**config.mk**
```make
export PLATFORM = sky130hd
export DESIGN_NAME = sap_datapath
export DESIGN_NICKNAME = d
export VERILOG_FILES = /design/src/rtl/sap_pkg.sv /design/src/rtl/sap_alu.sv /design/src/rtl/sap_datapath.sv
export SDC_FILE = /design/constraint.sdc
export NUM_CORES = 1
export LEC_CHECK = 0
export CAP_MARGIN = 10
export CORE_ASPECT_RATIO = 0.8
export CORE_MARGIN = 10
export CORE_UTILIZATION = 45
export CTS_BUF_LIST = sky130_fd_sc_hd__clkbuf_8
export DETAILED_ROUTE_END_ITERATION = 8
export HOLD_SLACK_MARGIN = 0.03
export PLACE_DENSITY = 0.66
export REMOVE_ABC_BUFFERS = 1
export SLEW_MARGIN = 20
export SYNTH_ARGS = -nofsm -noshare
export SYNTH_HDL_FRONTEND = slang
export SYNTH_SLANG_ARGS = --single-unit
export TNS_END_PERCENT = 10
```
**constraint.sdc**
```tcl
create_clock -name clk -period 2.45 [get_ports clk]
set_input_delay 0.49 -clock clk [delete_from_list [all_inputs] [get_ports clk]]
set_output_delay 0.49 -clock clk [all_outputs]
set_load 0.01 [all_outputs]
```
**src/rtl/sap_pkg.sv**
```systemverilog
// Shared definitions for the SAP-1 style CPU: widths, opcodes and the
// bit layout of the control word driven by the control unit.
package sap_pkg;

    localparam int DATA_W    = 8;
    localparam int ADDR_W    = 4;
    localparam int RAM_DEPTH = 16;

    localparam logic [3:0] OP_NOP = 4'h0;
    localparam logic [3:0] OP_LDA = 4'h1;
    localparam logic [3:0] OP_ADD = 4'h2;
    localparam logic [3:0] OP_SUB = 4'h3;
    localparam logic [3:0] OP_STA = 4'h4;
    localparam logic [3:0] OP_LDI = 4'h5;
    localparam logic [3:0] OP_JMP = 4'h6;
    localparam logic [3:0] OP_OUT = 4'hE;
    localparam logic [3:0] OP_HLT = 4'hF;

    // Bit positions inside the control word; halt rides along as the top bit.
    localparam int CW_MI  = 0;
    localparam int CW_RI  = 1;
    localparam int CW_RO  = 2;
    localparam int CW_II  = 3;
    localparam int CW_IO  = 4;
    localparam int CW_AI  = 5;
    localparam int CW_AO  = 6;
    localparam int CW_SMO = 7;
    localparam int CW_SU  = 8;
    localparam int CW_BI  = 9;
    localparam int CW_OI  = 10;
    localparam int CW_CE  = 11;
    localparam int CW_CO  = 12;
    localparam int CW_JE  = 13;
    localparam int CW_HLT = 14;
    localparam int CW_W   = 15;

    typedef logic [CW_W-1:0] ctrl_word_t;

endpackage

```
**src/rtl/sap_alu.sv**
```systemverilog
// Adder/subtractor feeding the bus through smo. For a subtract the carry
// output is the inverted borrow, i.e. 1 when a >= b.
module sap_alu
    import sap_pkg::*;
(
    input  logic [DATA_W-1:0] a,
    input  logic [DATA_W-1:0] b,
    input  logic              su,
    output logic [DATA_W-1:0] result,
    output logic              carry
);

    logic [DATA_W:0] sum;

    always_comb begin
        if (su) begin
            sum = {1'b0, a} + {1'b0, ~b} + {{DATA_W{1'b0}}, 1'b1};
        end else begin
            sum = {1'b0, a} + {1'b0, b};
        end
    end

    assign result = sum[DATA_W-1:0];
    assign carry  = sum[DATA_W];

endmodule

```
**src/rtl/sap_datapath.sv**
```systemverilog
// SAP-1 datapath: single 8-bit bus, PC, MAR, 16x8 RAM, IR, A/B, ALU, output
// register and flags, all steered by the control word each clock.
module sap_datapath
    import sap_pkg::*;
(
    input  logic              clk,
    input  logic              reset,
    input  logic              halt,
    input  logic              mi,
    input  logic              ri,
    input  logic              ro,
    input  logic              ii,
    input  logic              io,
    input  logic              ai,
    input  logic              ao,
    input  logic              smo,
    input  logic              su,
    input  logic              bi,
    input  logic              oi,
    input  logic              ce,
    input  logic              co,
    input  logic              je,
    input  logic              prog_en,
    input  logic [ADDR_W-1:0] prog_addr,
    input  logic [DATA_W-1:0] prog_data,
    output logic [3:0]        opcode,
    output logic [DATA_W-1:0] bus,
    output logic [DATA_W-1:0] out_data,
    output logic              out_valid,
    output logic              carry_flag,
    output logic              zero_flag,
    output logic              bus_conflict,
    output logic [ADDR_W-1:0] pc_value
);

    logic [ADDR_W-1:0] pc;
    logic [ADDR_W-1:0] mar;
    logic [DATA_W-1:0] ir;
    logic [DATA_W-1:0] reg_a;
    logic [DATA_W-1:0] reg_b;
    logic [DATA_W-1:0] alu_result;
    logic              alu_carry;
    logic [DATA_W-1:0] bus_value;
    logic [2:0]        driver_count;
    logic [DATA_W-1:0] ram [RAM_DEPTH];

    sap_alu u_alu (
        .a      (reg_a),
        .b      (reg_b),
        .su     (su),
        .result (alu_result),
        .carry  (alu_carry)
    );

    // Fixed-priority bus mux so a bad control word still yields a defined value.
    always_comb begin
        if (ro) begin
            bus_value = ram[mar];
        end else if (smo) begin
            bus_value = alu_result;
        end else if (ao) begin
            bus_value = reg_a;
        end else if (io) begin
            bus_value = {4'h0, ir[3:0]};
        end else if (co) begin
            bus_value = {{(DATA_W-ADDR_W){1'b0}}, pc};
        end else begin
            bus_value = '0;
        end
    end

    assign driver_count = {2'b00, ro} + {2'b00, smo} + {2'b00, ao}
                        + {2'b00, io} + {2'b00, co};
    assign bus_conflict = (driver_count > 3'd1);
    assign bus          = bus_value;
    assign opcode       = ir[7:4];
    assign pc_value     = pc;

    // The programming port ignores reset and halt so code can be loaded at any time.
    always_ff @(posedge clk) begin
        if (prog_en) begin
            ram[prog_addr] <= prog_data;
        end else if (!reset && !halt && ri) begin
            ram[mar] <= bus_value;
        end
    end

    always_ff @(posedge clk) begin
        if (reset) begin
            pc         <= '0;
            mar        <= '0;
            ir         <= '0;
            reg_a      <= '0;
            reg_b      <= '0;
            out_data   <= '0;
            out_valid  <= 1'b0;
            carry_flag <= 1'b0;
            zero_flag  <= 1'b0;
        end else begin
            out_valid <= oi && !halt;
            if (!halt) begin
                if (je) begin
                    pc <= bus_value[ADDR_W-1:0];
                end else if (ce) begin
                    pc <= pc + ADDR_W'(1);
                end
                if (mi) mar      <= bus_value[ADDR_W-1:0];
                if (ii) ir       <= bus_value;
                if (ai) reg_a    <= bus_value;
                if (bi) reg_b    <= bus_value;
                if (oi) out_data <= bus_value;
                if (smo && ai) begin
                    carry_flag <= alu_carry;
                    zero_flag  <= (bus_value == '0);
                end
            end
        end
    end

endmodule

```
==> reports/qor.yml, run 1 <==
min_path_type: "reg2reg"
portBuffers: 57
finalClockSkew_ns: 0.0125
dieWidth_um: 169
p_comb_share_pct: 20.4
start_util_pct: 45.9
grt.busiest_layer: "met2"
cts_buffers: 17
hpwl_um: 16200
hold_violations: 0
grt_pass1_vias: 5881
setup_slack_ns: -0.565
die_y_um: 139
netlist_area_um2: 7980
violations: "setup timing"
clk_path_buf_depth: 2
dr.pass1.iters: 5
async_reset_ff_share_pct: 0
crit_type: "reg2out"
grt_max_degree: 44
synthFlopType: "edfxtp_1"
p_int_mw: 4.68
postSynthAreaPerCell_um2: 12.9
setup_viol: 112
diodes: 0
gp_congestion: 0.988
rows: 43
clock_latency_ns: 0.46
cts_tree: "built"
grt_usage_pct: 19.4
fmax_mhz: 332
cp_max_fo: 2
ys_seq_elements: 175
totalWireLength_um: 23100
switching_power_mw: 1.91
period_share_pct: 123
crit_path_top_delay_cell: "dfxtp_2"
wl_per_cell_um: 22.0
swShare_pct: 28.9
cts_sinks: 175
crit_required_ns: 1.96
ant_nets: 0
dpl_worst_slack_ns: -0.882
drcViolationCount: 0
antenna_found_initial: 0
synth_edf_count: 128
rsz0062_at_grt: "yes"
setup.worst_path.start_class: "flip-flop"
yosysWarnings: 0
synth.distinct_cells: 64
num_io_pins: 58
ir_worst_vdd_v: 0.000437
p_per_area_nw_per_um2: 608
post-route-util_pct: 62.3
drv_cap: 0
arrival_ns: 2.52
vias: 5967
clockPowerShare_pct: 29.3
path_delay_family: "compound AO/OA/AOI/OAI gates"
initialDrtViolationCount: 628
syn_inst: 621
grt_util_met2_pct: 29.9
cp-end-kind: "output port"
nets: 863
p_leak_nw: 3.98
status: "finished, violations left"
min_period_ns: 3.01
cts_root_buf: "clkbuf_8"
dp_cells: 991
worst_pin_slew_ns: 0.557
seqPwrFrac_pct: 50.4
grt_pass1_wl_um: 35100
holdCritStartpoint: "out_data[5]$_SDFFE_PP0P_"
critPathMaxStageDelay_ns: 0.35
htreeDepth: 4
drive_gt1_share_pct: 37.6
area.growth.synth_to_final_pct: 35.7
use_met1_pct: 26.9
crit_chain: "ha_4 -> fa_2 -> nor3b_4 -> o31a_1 -> o41ai_4 -> or4_1 -> and3_4 -> buf_6"
slew_headroom_pct: 62.4
viasPerCell: 5.68
use_met3_pct: 3.57
dieArea_um2: 23500
coreArea_um2: 17400
path_buf_inv: 1
fin_cells: 1050
overflow: 0
clk_pin_slew_ns: 0.10
synth.yosys.seq_area_share_pct: 59.9
cp-startpoint: "reg_a[0]$_SDFFE_PP0P_"
report.final.slew_viol_count: 0
==> layer usage <==
layer / part of all wire [%] / wire length (µm) / up-vias
met4: 1.6 / 366 / 0
met1: 45 / 10400 / 2979
met3: 6.4 / 1470 / 41
met5: 0 / 0 / -
met2: 47 / 10900 / 241
li1: - / - / 2706
==> registers in the layout, indices dropped and copies added, names as in the netlist, named ones only <==
register,flops
carry_flag,1
ir,8
mar,4
out_data,8
out_valid,1
pc_value,4
ram,128
reg_a,8
reg_b,8
zero_flag,1
==> worst min-delay path, stage by stage, from the launching register on <==
cell and delay, ns:
dfxtp_1 0.33, nand2_1 0.05, a21oi_1 0.05
==> per-stage QoR <==
| step | hold WS (ns) | area (µm²) | TNS (ns) | power (mW) |
|---|---|---|---|---|
| detailed placement | 0.452 | 9630 | -106.48 | 4.47 |
| floorplan | 0.431 | 7780 | -108.44 | 3.86 |
| global placement | 0.445 | 9630 | -100.27 | 4.44 |
| CTS | 0.466 | 10600 | -25.41 | 6.51 |
| global route | 0.484 | 10800 | -31.72 | 6.84 |
| finish | 0.466 | 10800 | -21.39 | 6.59 |
==> kinds of logic (layout without fill, tap and decap cells) <==
group           after synthesis  after routing  synth area share (%)
xor+xnor                      2              2                 0.220
flops                       175            175                  59.9
simple gates                191            191                  11.4
buf+inv                      64            267                  3.76
compound gates              118            118                  9.45
mux                          50             51                  11.6
fa+ha+maj                    21             21                  3.57
==> path summary, 6_finish.rpt <==
check | to | slack, ns | cells after the start
max reg2reg | ram[11][5]$_DFFE_PP_ | -0.33 | 13
min | out_data[5]$_SDFFE_PP0P_ | 0.47 | 2
min reg2reg | out_data[5]$_SDFFE_PP0P_ | 0.47 | 2
max | bus[6] | -0.56 | 8
==> layout make-up <==
type,count,area [µm²]
Fill cell,1294,6550
Sequential cell,175,4810
Multi-Input combinational cell,383,3360
Timing Repair Buffer,209,1900
Tap cell,225,282
Clock buffer,17,234
Clock inverter,15,150
Inverter,26,100
==> synth_stat cells, types with 7 or more instances <==
master | n | area share (%)
nand3_1 | 8 | 0.50
nor2_1 | 49 | 2.3
nand2_1 | 76 | 3.6
mux4_2 | 32 | 9.0
nand2b_1 | 10 | 0.78
a31oi_1 | 7 | 0.55
edfxtp_1 | 128 | 48
dfxtp_1 | 47 | 12
a21oi_1 | 54 | 3.4
mux2i_1 | 9 | 1.1
nor3b_1 | 7 | 0.66
nor2b_1 | 9 | 0.71
ha_1 | 18 | 2.8
inv_1 | 25 | 1.2
o21ai_0 | 11 | 0.69
clkbuf_1 | 21 | 0.99
==> power by group through the flow <==
stage	clock (mW)	combinational, mW	sequential [mW]
global placement	0	1.07	3.38
finish	1.93	1.34	3.32
floorplan	0	0.459	3.40
CTS	1.95	1.23	3.32
global route	2.09	1.43	3.33
detailed placement	0	1.08	3.38
==> placed cells by master, fill, tap and decap left out, drive strengths merged, types with 4 or more instances in the layout <==
cell type	netlist	layout
and3	5	5
mux4	33	33
or3	4	4
a21oi	54	54
ha	18	18
o21ai	15	15
mux2	8	9
edfxtp	128	128
nor2	49	49
nand3b	5	5
a31oi	7	7
nor3b	8	8
a221oi	4	4
nor2b	9	9
nand2	76	76
nor3	4	4
a211oi	8	8
nand3	8	8
buf	17	160
a22o	4	4
dfxtp	47	47
o22ai	5	5
clkbuf	21	17
nand2b	10	10
mux2i	9	9
clkdlybuf4s50	0	45
inv	26	34
clkinv	0	7
==> what timing repair did <==
action                     4_1_cts  5_1_grt
pin swaps                       34       23
setup endpoints to repair      163      157
gates cloned                     3        1
hold buffers                     0        0
buffers inserted                14       10
gates resized for setup        138       49
No activity file was read; power rests on OpenSTA's default activity.
==> run 2, diff against run 1 <==
Settings changed: ABC_AREA from default to 0, CORE_MARGIN 10 to default.
==> reports/qor.yml, run 2 (same netlist as run 1, synthesis figures left out) <==
status: "finished, violations left"
violations: "setup timing"
p_int_mw: 4.68
cp-startpoint: "reg_a[0]$_SDFFE_PP0P_"
slew_headroom_pct: 57.0
period_share_pct: 124
layout_commonest_cell: "edfxtp_1"
fin_cells: 1049
clk_pin_slew_ns: 0.11
finalClockSkew_ns: 0.0168
rows: 43
portBuffers: 57
largest_register_ffs: 128
crit_required_ns: 1.96
ir_worst_vdd_v: 0.000733
seqPwrFrac_pct: 50.1
clock_latency_ns: 0.49
dieWidth_um: 151
grt_max_degree: 44
p_per_area_nw_per_um2: 618
hpwl_um: 15000
die_y_um: 121
totalWireLength_um: 21400
cp-end-kind: "output port"
largest_register: "ram"
initialDrtViolationCount: 513
ant_nets: 0
overflow: 0
holdCritStartpoint: "out_data[6]$_SDFFE_PP0P_"
setup_viol: 130
coreArea_um2: 17300
dieArea_um2: 18300
area.growth.synth_to_final_pct: 34.2
num_io_pins: 58
min_period_ns: 3.04
dr.pass1.iters: 6
clk_path_buf_depth: 2
report.final.slew_viol_count: 0
start_util_pct: 46.1
fmax_mhz: 329
swShare_pct: 29.3
arrival_ns: 2.55
diodes: 0
crit_type: "reg2out"
dp_cells: 998
hold_violations: 0
clockPowerShare_pct: 30.9
min_path_type: "reg2reg"
drcViolationCount: 0
antenna_found_initial: 0
gp_congestion: 0.895
power_mw: 6.62
p_leak_nw: 3.96
cp_max_fo: 2
grt_usage_pct: 24.6
rsz0062_at_grt: "yes"
vias: 5886
worst_pin_slew_ns: 0.644
final_cell_mix: "edfxtp_1 (128), buf_4 (125), nand2_1 (76), a21oi_1 (49), nor2_1 (48)"
grt_pass1_wl_um: 32300
cts_buffers: 17
grt_pass1_vias: 5819
viasPerCell: 5.61
cts_sinks: 175
setup_slack_ns: -0.591
setup.worst_path.start_class: "flip-flop"
wl_per_cell_um: 20.4
cts_tree: "built"
p_comb_share_pct: 19.0
switching_power_mw: 1.94
htreeDepth: 4
cts_root_buf: "clkbuf_8"
drv_cap: 0
nets: 862
drive_gt1_share_pct: 36.5
[run 2: what timing repair did]
action | in CTS | in global routing
cloned | 1 | 0
endpoints found under the setup margin | 175 | 161
setup buffers | 12 | 6
pin swaps | 32 | 19
gates resized for setup | 134 | 27
hold buffers | 0 | 0
[run 2: worst max-delay path: stages, from the launching register on]
cell      delay [ns]
dfxtp_2         0.35
inv_1           0.13
ha_4            0.18
fa_2            0.22
nand3b_1        0.14
a21o_1          0.18
a21oi_2         0.09
or4_1           0.48
and3_4          0.20
buf_6           0.12
[run 2: power by group through the flow]
stage	registers [mW]	clock network [mW]	logic [mW]
floorplan	3.40	0	0.459
global placement	3.38	0	1.05
detailed placement	3.38	0	1.07
CTS	3.32	2.09	1.18
global route	3.32	2.21	1.34
finish	3.32	2.05	1.26
[run 2: final cells by class]
class | count | area, µm²
flip-flops and latches | 175 | 4800
inverters | 26 | 100
repair buffers | 208 | 1850
multi-input cells | 383 | 3260
well taps | 225 | 282
fillers | 1325 | 6610
clock buffers | 17 | 234
clock inverters | 15 | 188
[run 2: final timing paths]
check	slack, ns	end	cells after the start
max reg2reg	-0.44	zero_flag$_SDFFE_PP0P_	12
min	0.47	out_data[6]$_SDFFE_PP0P_	2
max	-0.59	bus[6]	9
min reg2reg	0.47	out_data[6]$_SDFFE_PP0P_	2
[run 2: metal layers]
metal	GRT usage (%)	wire (µm)	vias up	share of wire [%]
met1	33.1	9290	2958	43
met4	8.38	554	0	2.6
met2	39.4	10400	184	49
met5	0	0	-	0
met3	5.26	1160	40	5.4
li1	-	-	2704	-
[run 2: through the flow]
stage | setup TNS [ns] | util, % | setup slack, ns | instance area (µm²) | hold WS, ns
after floorplan | -108.44 | - | -0.992 | 7780 | 0.431
after global placement | -118.20 | 55.8 | -0.862 | 9670 | 0.443
after global routing | -34.11 | 61.8 | -0.713 | 10700 | 0.483
after detailed placement | -123.69 | 55.8 | -0.845 | 9670 | 0.451
after CTS | -19.88 | 60.9 | -0.663 | 10600 | 0.468
final | -25.76 | 61.8 | -0.591 | 10700 | 0.467
